File: src/rtl/snn_pkg.sv
// Shared sizing, FSM state type and address-event word layout for the AER spike network.
package snn_pkg;

  localparam int unsigned T_DEF    = 4;
  localparam int unsigned N_DEF    = 16;
  localparam int unsigned TS_W_DEF = 16;

  // Address fields need at least one bit even when only one block exists.
  function automatic int unsigned clog2_min1(input int unsigned v);
    return (v > 1) ? $clog2(v) : 1;
  endfunction

  localparam int unsigned TA_DEF = clog2_min1(T_DEF);
  localparam int unsigned NA_DEF = $clog2(N_DEF);
  localparam int unsigned W_DEF  = 1 + TS_W_DEF + TA_DEF + NA_DEF;

  typedef enum logic [1:0] {
    StIdle,
    StScan,
    StEos
  } aer_state_t;

  typedef struct packed {
    logic                eos;
    logic [TS_W_DEF-1:0] ts;
    logic [TA_DEF-1:0]   block;
    logic [NA_DEF-1:0]   neuron;
  } aer_word_t;

endpackage

File: src/rtl/spike_pri_enc.sv
// Lowest-set-bit search over a flat spike vector; returns bit index and a found flag.
module spike_pri_enc #(
  parameter int unsigned Width = 8,
  localparam int unsigned IdxW = (Width > 1) ? $clog2(Width) : 1
) (
  input  logic [Width-1:0] vec,
  output logic [IdxW-1:0]  idx,
  output logic             found
);

  // Walk downwards so the last hit written is the lowest set bit.
  always_comb begin
    idx   = '0;
    found = 1'b0;
    for (int i = Width - 1; i >= 0; i--) begin
      if (vec[i]) begin
        idx   = IdxW'(i);
        found = 1'b1;
      end
    end
  end

endmodule

File: src/rtl/spike_aer_network.sv
// Serialises per-time-step spike vectors into an address-event stream closed by an EOS word.
module spike_aer_network
  import snn_pkg::*;
#(
  parameter int unsigned T    = T_DEF,
  parameter int unsigned N    = N_DEF,
  parameter int unsigned TS_W = TS_W_DEF,
  localparam int unsigned TA  = clog2_min1(T),
  localparam int unsigned NA  = $clog2(N),
  localparam int unsigned W   = 1 + TS_W + TA + NA
) (
  input  logic                  clk,
  input  logic                  reset,
  input  logic [T-1:0][N-1:0]   spike_in,
  input  logic                  time_step,
  input  logic                  force_spike_en,
  input  logic [TA-1:0]         force_spike_block_select,
  input  logic [NA-1:0]         force_spike_neuron_select,
  output logic [W-1:0]          axis_out_tdata,
  output logic                  axis_out_tvalid,
  input  logic                  axis_out_tready,
  output logic                  axis_out_tlast,
  output logic                  busy,
  output logic                  overflow
);

  localparam int unsigned TN = T * N;
  localparam int unsigned IW = clog2_min1(TN);

  aer_state_t       state_q;
  logic [TN-1:0]    scan_q, pend_q, force_oh;
  logic [TS_W-1:0]  ts_cnt_q, ts_cap_q;
  logic [W-1:0]     tdata_q;
  logic             tvalid_q, tlast_q, ovf_q;
  logic [IW-1:0]    hit_idx;
  logic             hit_found;
  logic [TA-1:0]    hit_blk;
  logic [NA-1:0]    hit_nrn;
  logic             can_load;

  spike_pri_enc #(
    .Width(TN)
  ) u_pri_enc (
    .vec  (scan_q),
    .idx  (hit_idx),
    .found(hit_found)
  );

  // Out-of-range block selects produce no pending bit at all.
  always_comb begin
    force_oh = '0;
    if (force_spike_en && (32'(force_spike_block_select) < T)) begin
      force_oh = TN'(1) << (32'(force_spike_block_select) * N + 32'(force_spike_neuron_select));
    end
  end

  assign hit_nrn  = hit_idx[NA-1:0];
  assign hit_blk  = TA'(32'(hit_idx) >> NA);
  assign can_load = !tvalid_q || axis_out_tready;

  always_ff @(posedge clk) begin
    if (reset) begin
      state_q  <= StIdle;
      scan_q   <= '0;
      pend_q   <= '0;
      ts_cnt_q <= '0;
      ts_cap_q <= '0;
      tdata_q  <= '0;
      tvalid_q <= 1'b0;
      tlast_q  <= 1'b0;
      ovf_q    <= 1'b0;
    end else begin
      if (time_step && busy) ovf_q <= 1'b1;
      pend_q <= pend_q | force_oh;
      case (state_q)
        StIdle: begin
          // A force request in the same cycle is merged into this step.
          if (time_step && !tvalid_q) begin
            scan_q   <= spike_in | pend_q | force_oh;
            ts_cap_q <= ts_cnt_q;
            pend_q   <= '0;
            state_q  <= StScan;
          end
        end
        StScan: begin
          if (can_load) begin
            tvalid_q <= 1'b1;
            if (hit_found) begin
              tdata_q <= {1'b0, ts_cap_q, hit_blk, hit_nrn};
              tlast_q <= 1'b0;
              scan_q  <= scan_q & ~(TN'(1) << hit_idx);
            end else begin
              tdata_q <= {1'b1, ts_cap_q, {TA{1'b0}}, {NA{1'b0}}};
              tlast_q <= 1'b1;
              state_q <= StEos;
            end
          end
        end
        StEos: begin
          if (axis_out_tready) begin
            tvalid_q <= 1'b0;
            tlast_q  <= 1'b0;
            ts_cnt_q <= ts_cnt_q + TS_W'(1);
            state_q  <= StIdle;
          end
        end
        default: state_q <= StIdle;
      endcase
    end
  end

  assign axis_out_tdata  = tdata_q;
  assign axis_out_tvalid = tvalid_q;
  assign axis_out_tlast  = tlast_q;
  assign busy            = (state_q != StIdle) || tvalid_q;
  assign overflow        = ovf_q;

endmodule

File: config.mk
export PLATFORM = sky130hd
export DESIGN_NAME = spike_aer_network
export DESIGN_NICKNAME = d
export VERILOG_FILES = /design/src/rtl/snn_pkg.sv /design/src/rtl/spike_pri_enc.sv /design/src/rtl/spike_aer_network.sv
export SDC_FILE = /design/constraint.sdc
export NUM_CORES = 1
export LEC_CHECK = 0
export CORE_MARGIN = 2
export CORE_UTILIZATION = 45
export DETAILED_ROUTE_END_ITERATION = 7
export PLACE_DENSITY = 0.73
export SETUP_SLACK_MARGIN = 0.4
export SLEW_MARGIN = 20
export SYNTH_ARGS = -nofsm -noshare
export SYNTH_HDL_FRONTEND = slang
export SYNTH_SLANG_ARGS = --single-unit
File: constraint.sdc
create_clock -name clk -period 8 [get_ports clk]
set_input_delay 1.6 -clock clk [delete_from_list [all_inputs] [get_ports clk]]
set_output_delay 1.6 -clock clk [all_outputs]
set_load 0.05 [all_outputs]
==> results.sh, run 1 <==
export IMPL_instances_no_fill=1362
export IMPL_root_buffer="clkbuf_16"
export IMPL_routed_wl_mm=24.48
export IMPL_finalSetupViolCount=0
export IMPL_post_drt_wl_per_cell_microns=17.98
export IMPL_ant_nets=0
export IMPL_period_share_pct=59.11
export IMPL_via_count=7966
export IMPL_die_h_microns=139.7
export IMPL_drtIter0Drc=751
export IMPL_vias_per_cell=5.849
export IMPL_rsz0062_at_grt="no"
export IMPL_syn_nets=1119
export IMPL_hold_class="flop to flop"
export IMPL_worst_ep_arrival_time_ps=5070
export IMPL_route_detailed_drc=0
export IMPL_critical_path_class="primary input to flop"
export IMPL_firstDrtPassIters=5
export IMPL_critPathCaptureType="flop"
export IMPL_tns_ps=0
export IMPL_syn_inst=1043
export IMPL_outcome="complete, no violations"
export IMPL_grt_use_met1_pct=33.51
export IMPL_grt_overflow=0
export IMPL_worst_ir_drop_vdd_mv=0.1778
export IMPL_async_flop_share_pct=0
export IMPL_start_kind="primary input"
export IMPL_first_global_vias=7428
export IMPL_synth_cell_types=60
export IMPL_layout_min_cycle_time_ps=4729
export IMPL_initial_utilization_pct=45.95
export IMPL_ys_warn_count=0
export IMPL_num_antenna_cells=0
export IMPL_met2_usage_pct=40.12
export IMPL_dieArea_sq_um=19500
export IMPL_numPlacedInstances=1330
export IMPL_leakage_uw=0.003577
export IMPL_power_total_uw=2339
export IMPL_nNetsFinal=1196
export IMPL_rows=49
export IMPL_boundaryPins=102
export IMPL_ys_flop_type="dfxtp_1"
export IMPL_layout_commonest_cell="dfxtp_1"
export IMPL_cts_buffer_depth=2
export IMPL_cts_setup_buffers=0
export IMPL_p_per_area_nw_per_um2=232.0
export IMPL_drive_gt1_share_pct=6.002
export IMPL_hold_violations=0
export IMPL_cts_clk_slew_worst_paths_ps=80
export IMPL_syn_avg_cell_area_sq_um=7.940
export IMPL_die_w_microns=139.7
export IMPL_grt_util_met3_pct=5.747
export IMPL_utilization_pct=55.94
export IMPL_dp_hpwl_mm=17.01
export IMPL_fmax_mhz=211.5
export IMPL_maxCapViolations=0
export IMPL_cts_buffers=17
export IMPL_crit_fanout=19
export IMPL_ctsHtreeMaxLevel=4
export IMPL_grt_pass1_wl_mm=39.16
export IMPL_grt_max_degree=67
export IMPL_antenna_found_initial=0
export IMPL_cts_tree="yes"
export IMPL_numPortBuffers=101
export IMPL_skew_ps=11.89
export IMPL_relSlewSlack_pct=26.95
export IMPL_syn_cell_area_sq_um=8282
export IMPL_synth_top_cell_area_share_pct=45.44
export IMPL_ys_seq_elements=188
export IMPL_gp_congestion=0.9491
export IMPL_yosysTopAreaCell="dfxtp_1"
export IMPL_yosysSeqAreaShare_pct=45.44
export IMPL_clock_latency_ps=450
export IMPL_cp_required_ps=8340
export IMPL_busiest_layer="met2"
export IMPL_synth_edff_count=0
export IMPL_layout_common_cells="dfxtp_1 (188), a21oi_1 (172), nor2_1 (134)"
export IMPL_core_region_area_sq_um=18020
export IMPL_synth_area_leaders="dfxtp_1 (45%), a21oi_1 (10%), nor2_1 (6.1%)"
export IMPL_track_usage_pct=25.20
export IMPL_syn2layout_area_growth_pct=21.76
export IMPL_postCtsHoldBufs=0
export IMPL_clock_sinks=188
export IMPL_slew_viol_final=0
export IMPL_worst_slew_pin_slew_ps=1093
export IMPL_cts_resized=0
[cell type report]
class	count	area, sq um
Clock inverter	15	186.4
Tap cell	229	286.5
Sequential cell	188	3764
Inverter	42	157.7
Timing Repair Buffer	113	1096
Multi-Input combinational cell	758	4168
Clock buffer	17	425.4
Fill cell	1706	7941
[final timing paths]
| path | from | to | slack, ps | cells after the start |
|---|---|---|---|---|
| setup / recovery | time_step | scan_q[59] | 3270 | 7 |
| hold / removal | pend_q[4] | pend_q[4] | 450 | 2 |
| setup reg to reg | scan_q[0] | scan_q[59] | 4110 | 8 |
| hold reg to reg | pend_q[4] | pend_q[4] | 450 | 2 |
[where the power goes]
group	total [uW]	internal [uW]	switching, uW
clock network	865	429	436
registers	1010	965	40.9
logic	469	155	314
total	2340	1550	791
[kinds of logic (layout without fill, tap and decap cells)]
| kind of cell | count (synthesis) | in the layout | share of synthesized area (%) |
|---|---|---|---|
| xor gates and xnor gates | 11 | 11 | 1.163 |
| muxes | 1 | 1 | 0.1209 |
| DFF | 188 | 188 | 45.44 |
| buffers and inverters | 97 | 187 | 4.593 |
| and+or+nand+nor | 442 | 442 | 25.79 |
| AOI/OAI and AO/OA | 303 | 303 | 22.74 |
| adders and majority gates | 1 | 1 | 0.1511 |
[routing by layer]
layer	routed length [microns]	share of wire, %	vias up
met5	0	0	-
met4	670	2.7	0
met3	1804	7.4	47
met2	11240	46	320
met1	10770	44	3734
li1	-	-	3865
[synth_stat cells, types with 18 or more instances]
master / instances
nor4_1: 31
nor3_1: 21
clkbuf_1: 46
o311ai_0: 23
a21oi_1: 172
dfxtp_1: 188
nand3_1: 19
nor2b_1: 38
nand2_1: 122
nor2_1: 135
nand2b_1: 18
o21ai_0: 34
inv_1: 42
[per-stage QoR]
stage          worst slack [ps]  hold WS, ps  instance area (sq um)
6_report                   3271        451.7                  10080
3_3_place_gp               2935        429.3                   9460
3_5_place_dp               2877        438.5                   9460
2_1_floorplan              4305        420.2                   8282
5_1_grt                    3177        468.2                  10080
4_1_cts                    3348        456.5                  10070
[state kept, by name, summed over array words and instances, names as in the netlist, 2 cells and up]
signal          flops
pend_q             64
scan_q             64
axis_out_tdata     23
ts_cap_q           16
ts_cnt_q           16
state_q             2
[worst max-delay path: stages]
cell             delay [ps]
clkdlybuf4s50_1         520
and2_1                  620
o22ai_2                 200
or3b_4                  530
a311oi_4                830
or4b_1                  500
a32o_1                  260
No activity file was read; power rests on OpenSTA's default activity.
==> inputs of run 2 (changes only) <==
Clock period 8 ns to 4.8 ns, I/O delays scaled along.
==> run 2 against run 1 <==
Net effect: routed wire length is 1.4% lower; clock power is 65% higher; clock skew is 2.9 ps higher; via count is 0.15% lower; non-clock buffer count is 6 higher; sequential power is 65% higher; highest routed layer unchanged.
==> results.sh, run 2 (synthesis results as in run 1) <==
export IMPL_clock_latency_ps=440
export IMPL_fmax_mhz=273.2
export IMPL_syn2layout_area_growth_pct=22.22
export IMPL_cp_required_ps=5150
export IMPL_grt_pass1_wl_mm=38.34
export IMPL_cts_setup_buffers=0
export IMPL_grt_overflow=0
export IMPL_die_w_microns=139.7
export IMPL_grt_max_degree=66
export IMPL_routed_wl_mm=24.14
export IMPL_critPathMaxStageDelay_ps=670
export IMPL_route_detailed_drc=0
export IMPL_slew_viol_final=0
export IMPL_gp_congestion=0.9730
export IMPL_ant_nets=0
export IMPL_worst_slew_pin_slew_ps=1060
export IMPL_critical_path_top_delay_family="simple AND/OR/NAND/NOR gates"
export IMPL_via_count=7954
export IMPL_cts_buffer_depth=2
export IMPL_leakage_uw=0.003607
export IMPL_clock_sinks=188
export IMPL_die_h_microns=139.7
export IMPL_postCtsHoldBufs=0
export IMPL_fillers=1720
export IMPL_numPortBuffers=101
export IMPL_worst_ep_arrival_time_ps=4010
export IMPL_layout_min_cycle_time_ps=3660
export IMPL_finalSetupViolCount=0
export IMPL_cts_buffers=17
export IMPL_skew_ps=14.79
export IMPL_worst_ir_drop_vdd_mv=0.2934
export IMPL_hold_violations=0
export IMPL_path_cells="or4_4, or4b_1, or4_4, o22ai_2, buf_4, nor4_1, o32ai_1"
export IMPL_critical_path_class="flop to flop"
export IMPL_cts_tree="yes"
export IMPL_regArea_sq_um=3764
export IMPL_rsz0062_at_grt="no"
export IMPL_cts_resized=0
export IMPL_antenna_found_initial=0
export IMPL_layout_common_cells="dfxtp_1 (188), a21oi_1 (172), nor2_1 (134)"
export IMPL_dp_hpwl_mm=17.12
export IMPL_firstDrtPassIters=5
export IMPL_first_global_vias=7407
export IMPL_power_total_uw=3896
export IMPL_critPathCaptureType="flop"
export IMPL_start_kind="flop"
export IMPL_timing_critical_path_mode_cell="or4_4"
export IMPL_crit_fanout=20
export IMPL_maxCapViolations=0
export IMPL_cts_clk_slew_worst_paths_ps=80
export IMPL_hold_class="flop to flop"
export IMPL_initial_utilization_pct=45.95
export IMPL_period_share_pct=76.25
export IMPL_drive_gt1_share_pct=6.321
export IMPL_cpMaxStageDelayCell="or4_4"
export IMPL_vias_per_cell=5.814
export IMPL_relSlewSlack_pct=28.76
export IMPL_boundaryPins=102
export IMPL_layout_commonest_cell="dfxtp_1"
export IMPL_p_per_area_nw_per_um2=384.9
export IMPL_nNetsFinal=1202
export IMPL_ctsHtreeMaxLevel=4
export IMPL_drtIter0Drc=740
export IMPL_dieArea_sq_um=19500
export IMPL_path_buf_inv=1
export IMPL_rows=49
export IMPL_root_buffer="clkbuf_16"
export IMPL_tns_ps=0
export IMPL_multi_input_area_sq_um=4156
export IMPL_outcome="complete, no violations"
export IMPL_post_drt_wl_per_cell_microns=17.64
export IMPL_track_usage_pct=24.47
export IMPL_num_antenna_cells=0
export IMPL_core_region_area_sq_um=18020
-- run 2: cell count changes in the layout (fill, tap and decap cells not counted) --
| cell | previous run | this run |
|---|---|---|
| nor3_2 | 1 | 0 |
| clkinv_8 | 4 | 6 |
| buf_4 | 12 | 18 |
| nor3_1 | 20 | 21 |
| a31oi_1 | 2 | 3 |
| inv_12 | 2 | 1 |
| a31oi_2 | 1 | 0 |
| inv_8 | 4 | 3 |
-- run 2: routing by layer --
layer	vias up	global-route usage, %	wire, microns
li1	3878	-	-
met1	3739	33.43	10990
met2	300	39.71	11170
met3	37	3.957	1477
met4	0	8.000	495
met5	-	0	0
-- run 2: worst register-to-register path: cells and delay by family, from the launching register on --
kind	cells	cell delay, ps
buffers and inverters	1	380
DFF	1	540
and+or+nand+nor	4	1960
AOI/OAI and AO/OA	2	690
-- run 2: where the power goes --
part | switching, uW | internal (uW)
Combinational | 528 | 266
Clock | 714 | 713
Sequential | 66.4 | 1610
-- run 2: worst paths after layout --
| path | depth (start not counted) | slack, ps | startpoint | end |
|---|---|---|---|---|
| worst min-delay path | 2 | 450 | pend_q[28] | pend_q[28] |
| worst min register to register | 2 | 450 | pend_q[28] | pend_q[28] |
| worst max-delay path | 7 | 1140 | scan_q[0] | scan_q[33] |
| worst max register to register | 7 | 1140 | scan_q[0] | scan_q[33] |
-- run 2: layout make-up --
type / count / area share [%]
multi-input cells: 758 / 41.06
flip-flops and latches: 188 / 37.18
repair buffers: 119 / 11.27
clock buffers: 17 / 4.203
well taps: 229 / 2.831
clock inverters: 15 / 1.891
inverters: 42 / 1.557
-- run 2: stage by stage --
| stage | setup slack, ps | instances | hold WS (ps) | instance area (sq um) | util [%] |
|---|---|---|---|---|---|
| after floorplan | 1745 | 1043 | 420.2 | 8282 | - |
| after global placement | 970.5 | 1336 | 428.2 | 9505 | 52.74 |
| after detailed placement | 941.6 | 1336 | 435.0 | 9505 | 52.74 |
| after CTS | 1207 | 1368 | 454.0 | 10120 | 56.16 |
| after global routing | 993.1 | 1368 | 461.1 | 10120 | 56.16 |
| final | 1140 | 1368 | 451.3 | 10120 | 56.16 |
==> inputs of run 3 (changes only) <==
Settings changed: PLACE_DENSITY 0.73 to 0.75.
Clock period 4.8 ns to 3.3 ns, I/O delays scaled along.
==> run 3 against run 2 <==
Net effect: fmax increased by 25%; clock skew decreased by 5.3 ps; count of clock-buffer cells in the layout unchanged; sequential cell count unchanged; sequential share of layout area decreased by 1.4 points; setup slack got worse by 770 ps; first-iteration DRC count increased by 29%; critical endpoint is now scan_q[59]; final cell count increased by 2.3%; final area increased by 4.4%; combinational power increased by 73%; utilization increased by 2.5 points; routed wire length increased by 4.6%.
==> results.sh, run 3 (synthesis results as in run 1) <==
export IMPL_outcome="complete, no violations"
export IMPL_crit_fanout=3
export IMPL_nNetsFinal=1234
export IMPL_layout_min_cycle_time_ps=2935
export IMPL_hold_class="flop to flop"
export IMPL_leakage_uw=0.003791
export IMPL_r2r_end="scan_q[59]"
export IMPL_worst_ir_drop_vdd_mv=0.4571
export IMPL_fillers=1662
export IMPL_period_share_pct=88.93
export IMPL_hold_depth=2
export IMPL_post_drt_wl_per_cell_microns=18.04
export IMPL_grt_overflow=0
export IMPL_finalSetupViolCount=0
export IMPL_critPathMaxStageDelay_ps=570
export IMPL_p_per_area_nw_per_um2=558.5
export IMPL_reg2reg_slack_ps=370
export IMPL_critical_path_top_delay_family="simple AND/OR/NAND/NOR gates"
export IMPL_cp_required_ps=3640
export IMPL_first_global_vias=7861
export IMPL_die_w_microns=139.7
export IMPL_ctsHtreeMaxLevel=4
export IMPL_cts_buffers=17
export IMPL_path_cells="or4_4, a2111oi_4, o311ai_2, or3b_4, a311oi_4, or4b_1, a32o_1"
export IMPL_cpMaxStageDelayCell="or4_4"
export IMPL_rows=49
export IMPL_maxCapViolations=0
export IMPL_min_from="pend_q[23]"
export IMPL_fmax_mhz=340.8
export IMPL_drive_gt1_share_pct=12.72
export IMPL_critPathCaptureType="flop"
export IMPL_vias_per_cell=5.896
export IMPL_tns_ps=0
export IMPL_grt_pass1_wl_mm=40.34
export IMPL_ant_nets=0
export IMPL_regArea_sq_um=3777
export IMPL_cts_tree="yes"
export IMPL_routed_wl_mm=25.25
export IMPL_r2r_start="scan_q[13]"
export IMPL_hold_violations=0
export IMPL_syn2layout_area_growth_pct=27.60
export IMPL_track_usage_pct=25.82
export IMPL_rsz0062_at_grt="yes"
export IMPL_placed_area_sq_um=9663
export IMPL_die_h_microns=139.7
export IMPL_layout_common_cells="dfxtp_1 (179), a21oi_1 (171), nor2_1 (128)"
export IMPL_core_region_area_sq_um=18020
export IMPL_worst_ep_arrival_time_ps=3270
export IMPL_grt_max_degree=66
export IMPL_drtIter0Drc=953
export IMPL_firstDrtPassIters=5
export IMPL_cts_clk_slew_worst_paths_ps=80
export IMPL_antenna_found_initial=0
export IMPL_slew_viol_final=0
export IMPL_finalInstanceArea_sq_um=10570
export IMPL_cts_buffer_depth=2
export IMPL_relSlewSlack_pct=36.68
export IMPL_clock_latency_ps=440
export IMPL_numPortBuffers=101
export IMPL_dp_hpwl_mm=17.56
export IMPL_reg2reg_depth=7
export IMPL_gp_congestion=0.9295
export IMPL_via_count=8255
export IMPL_critical_path_class="flop to flop"
export IMPL_holdPathEnd="pend_q[23]"
export IMPL_clock_sinks=188
export IMPL_initial_utilization_pct=45.95
export IMPL_num_antenna_cells=0
export IMPL_skew_ps=9.535
export IMPL_multi_input_area_sq_um=4348
export IMPL_boundaryPins=102
export IMPL_worst_slew_pin_slew_ps=946.4
export IMPL_root_buffer="clkbuf_16"
export IMPL_start_kind="flop"
export IMPL_dieArea_sq_um=19500
export IMPL_path_buf_inv=0
export IMPL_layout_commonest_cell="dfxtp_1"
export IMPL_route_detailed_drc=0
[run 3: cell type report]
| type | count | share of cell area, % |
|---|---|---|
| flip-flops and latches | 188 | 35.74 |
| clock inverters | 15 | 1.705 |
| repair buffers | 150 | 13.18 |
| clock buffers | 17 | 4.026 |
| well taps | 229 | 2.711 |
| inverters | 42 | 1.492 |
| multi-input cells | 759 | 41.14 |
[run 3: stage by stage]
step / total power [uW] / worst slack (ps) / hold WS [ps] / util [%] / instances
2_1_floorplan: 3174 / 416.6 / 420.2 / - / 1043
3_3_place_gp: 3661 / 273.6 / 428.5 / 53.61 / 1358
3_5_place_dp: 3664 / 217.0 / 437.8 / 53.61 / 1358
4_1_cts: 5801 / 346.0 / 452.7 / 57.82 / 1398
5_1_grt: 6121 / 233.7 / 474.6 / 58.63 / 1400
6_report: 5902 / 365.5 / 451.7 / 58.63 / 1400
[run 3: repair_timing]
action | in CTS | in global routing
resized for setup | 30 | 43
cloned | 1 | 1
setup endpoints to repair | 38 | 55
setup buffers | 7 | 1
pin swaps | 28 | 10
hold buffers | 0 | 0
[run 3: worst max path at each step]
stage | startpoint | slack, ps | to | cells past startpoint
floorplan | scan_q[8] | 420 | scan_q[59] | 7
global placement | axis_out_tready | 270 | scan_q[59] | 8
detailed placement | scan_q[13] | 220 | scan_q[35] | 9
CTS | scan_q[13] | 350 | scan_q[15] | 9
global route | scan_q[13] | 230 | scan_q[59] | 7
finish | scan_q[13] | 370 | scan_q[59] | 7
[run 3: worst min-delay path, stage by stage, from the launching register on]
cell     delay [ps]
dfxtp_1         310
a21oi_1          40
nor2_1           70
[run 3: per-layer routing]
| metal | track usage, % | vias to the layer above | wire [microns] |
|---|---|---|---|
| met5 | 0 | - | 0 |
| met4 | 11.21 | 0 | 910 |
| met3 | 5.575 | 69 | 1789 |
| met2 | 41.36 | 357 | 11600 |
| met1 | 33.72 | 3880 | 10950 |
| li1 | - | 3949 | - |
[run 3: power breakdown]
group          switching, uW  leakage [uW]  total [uW]  internal, uW
registers                102       0.00153        2440          2340
logic                    852       0.00197        1370           515
clock network           1010      0.000289        2090          1090
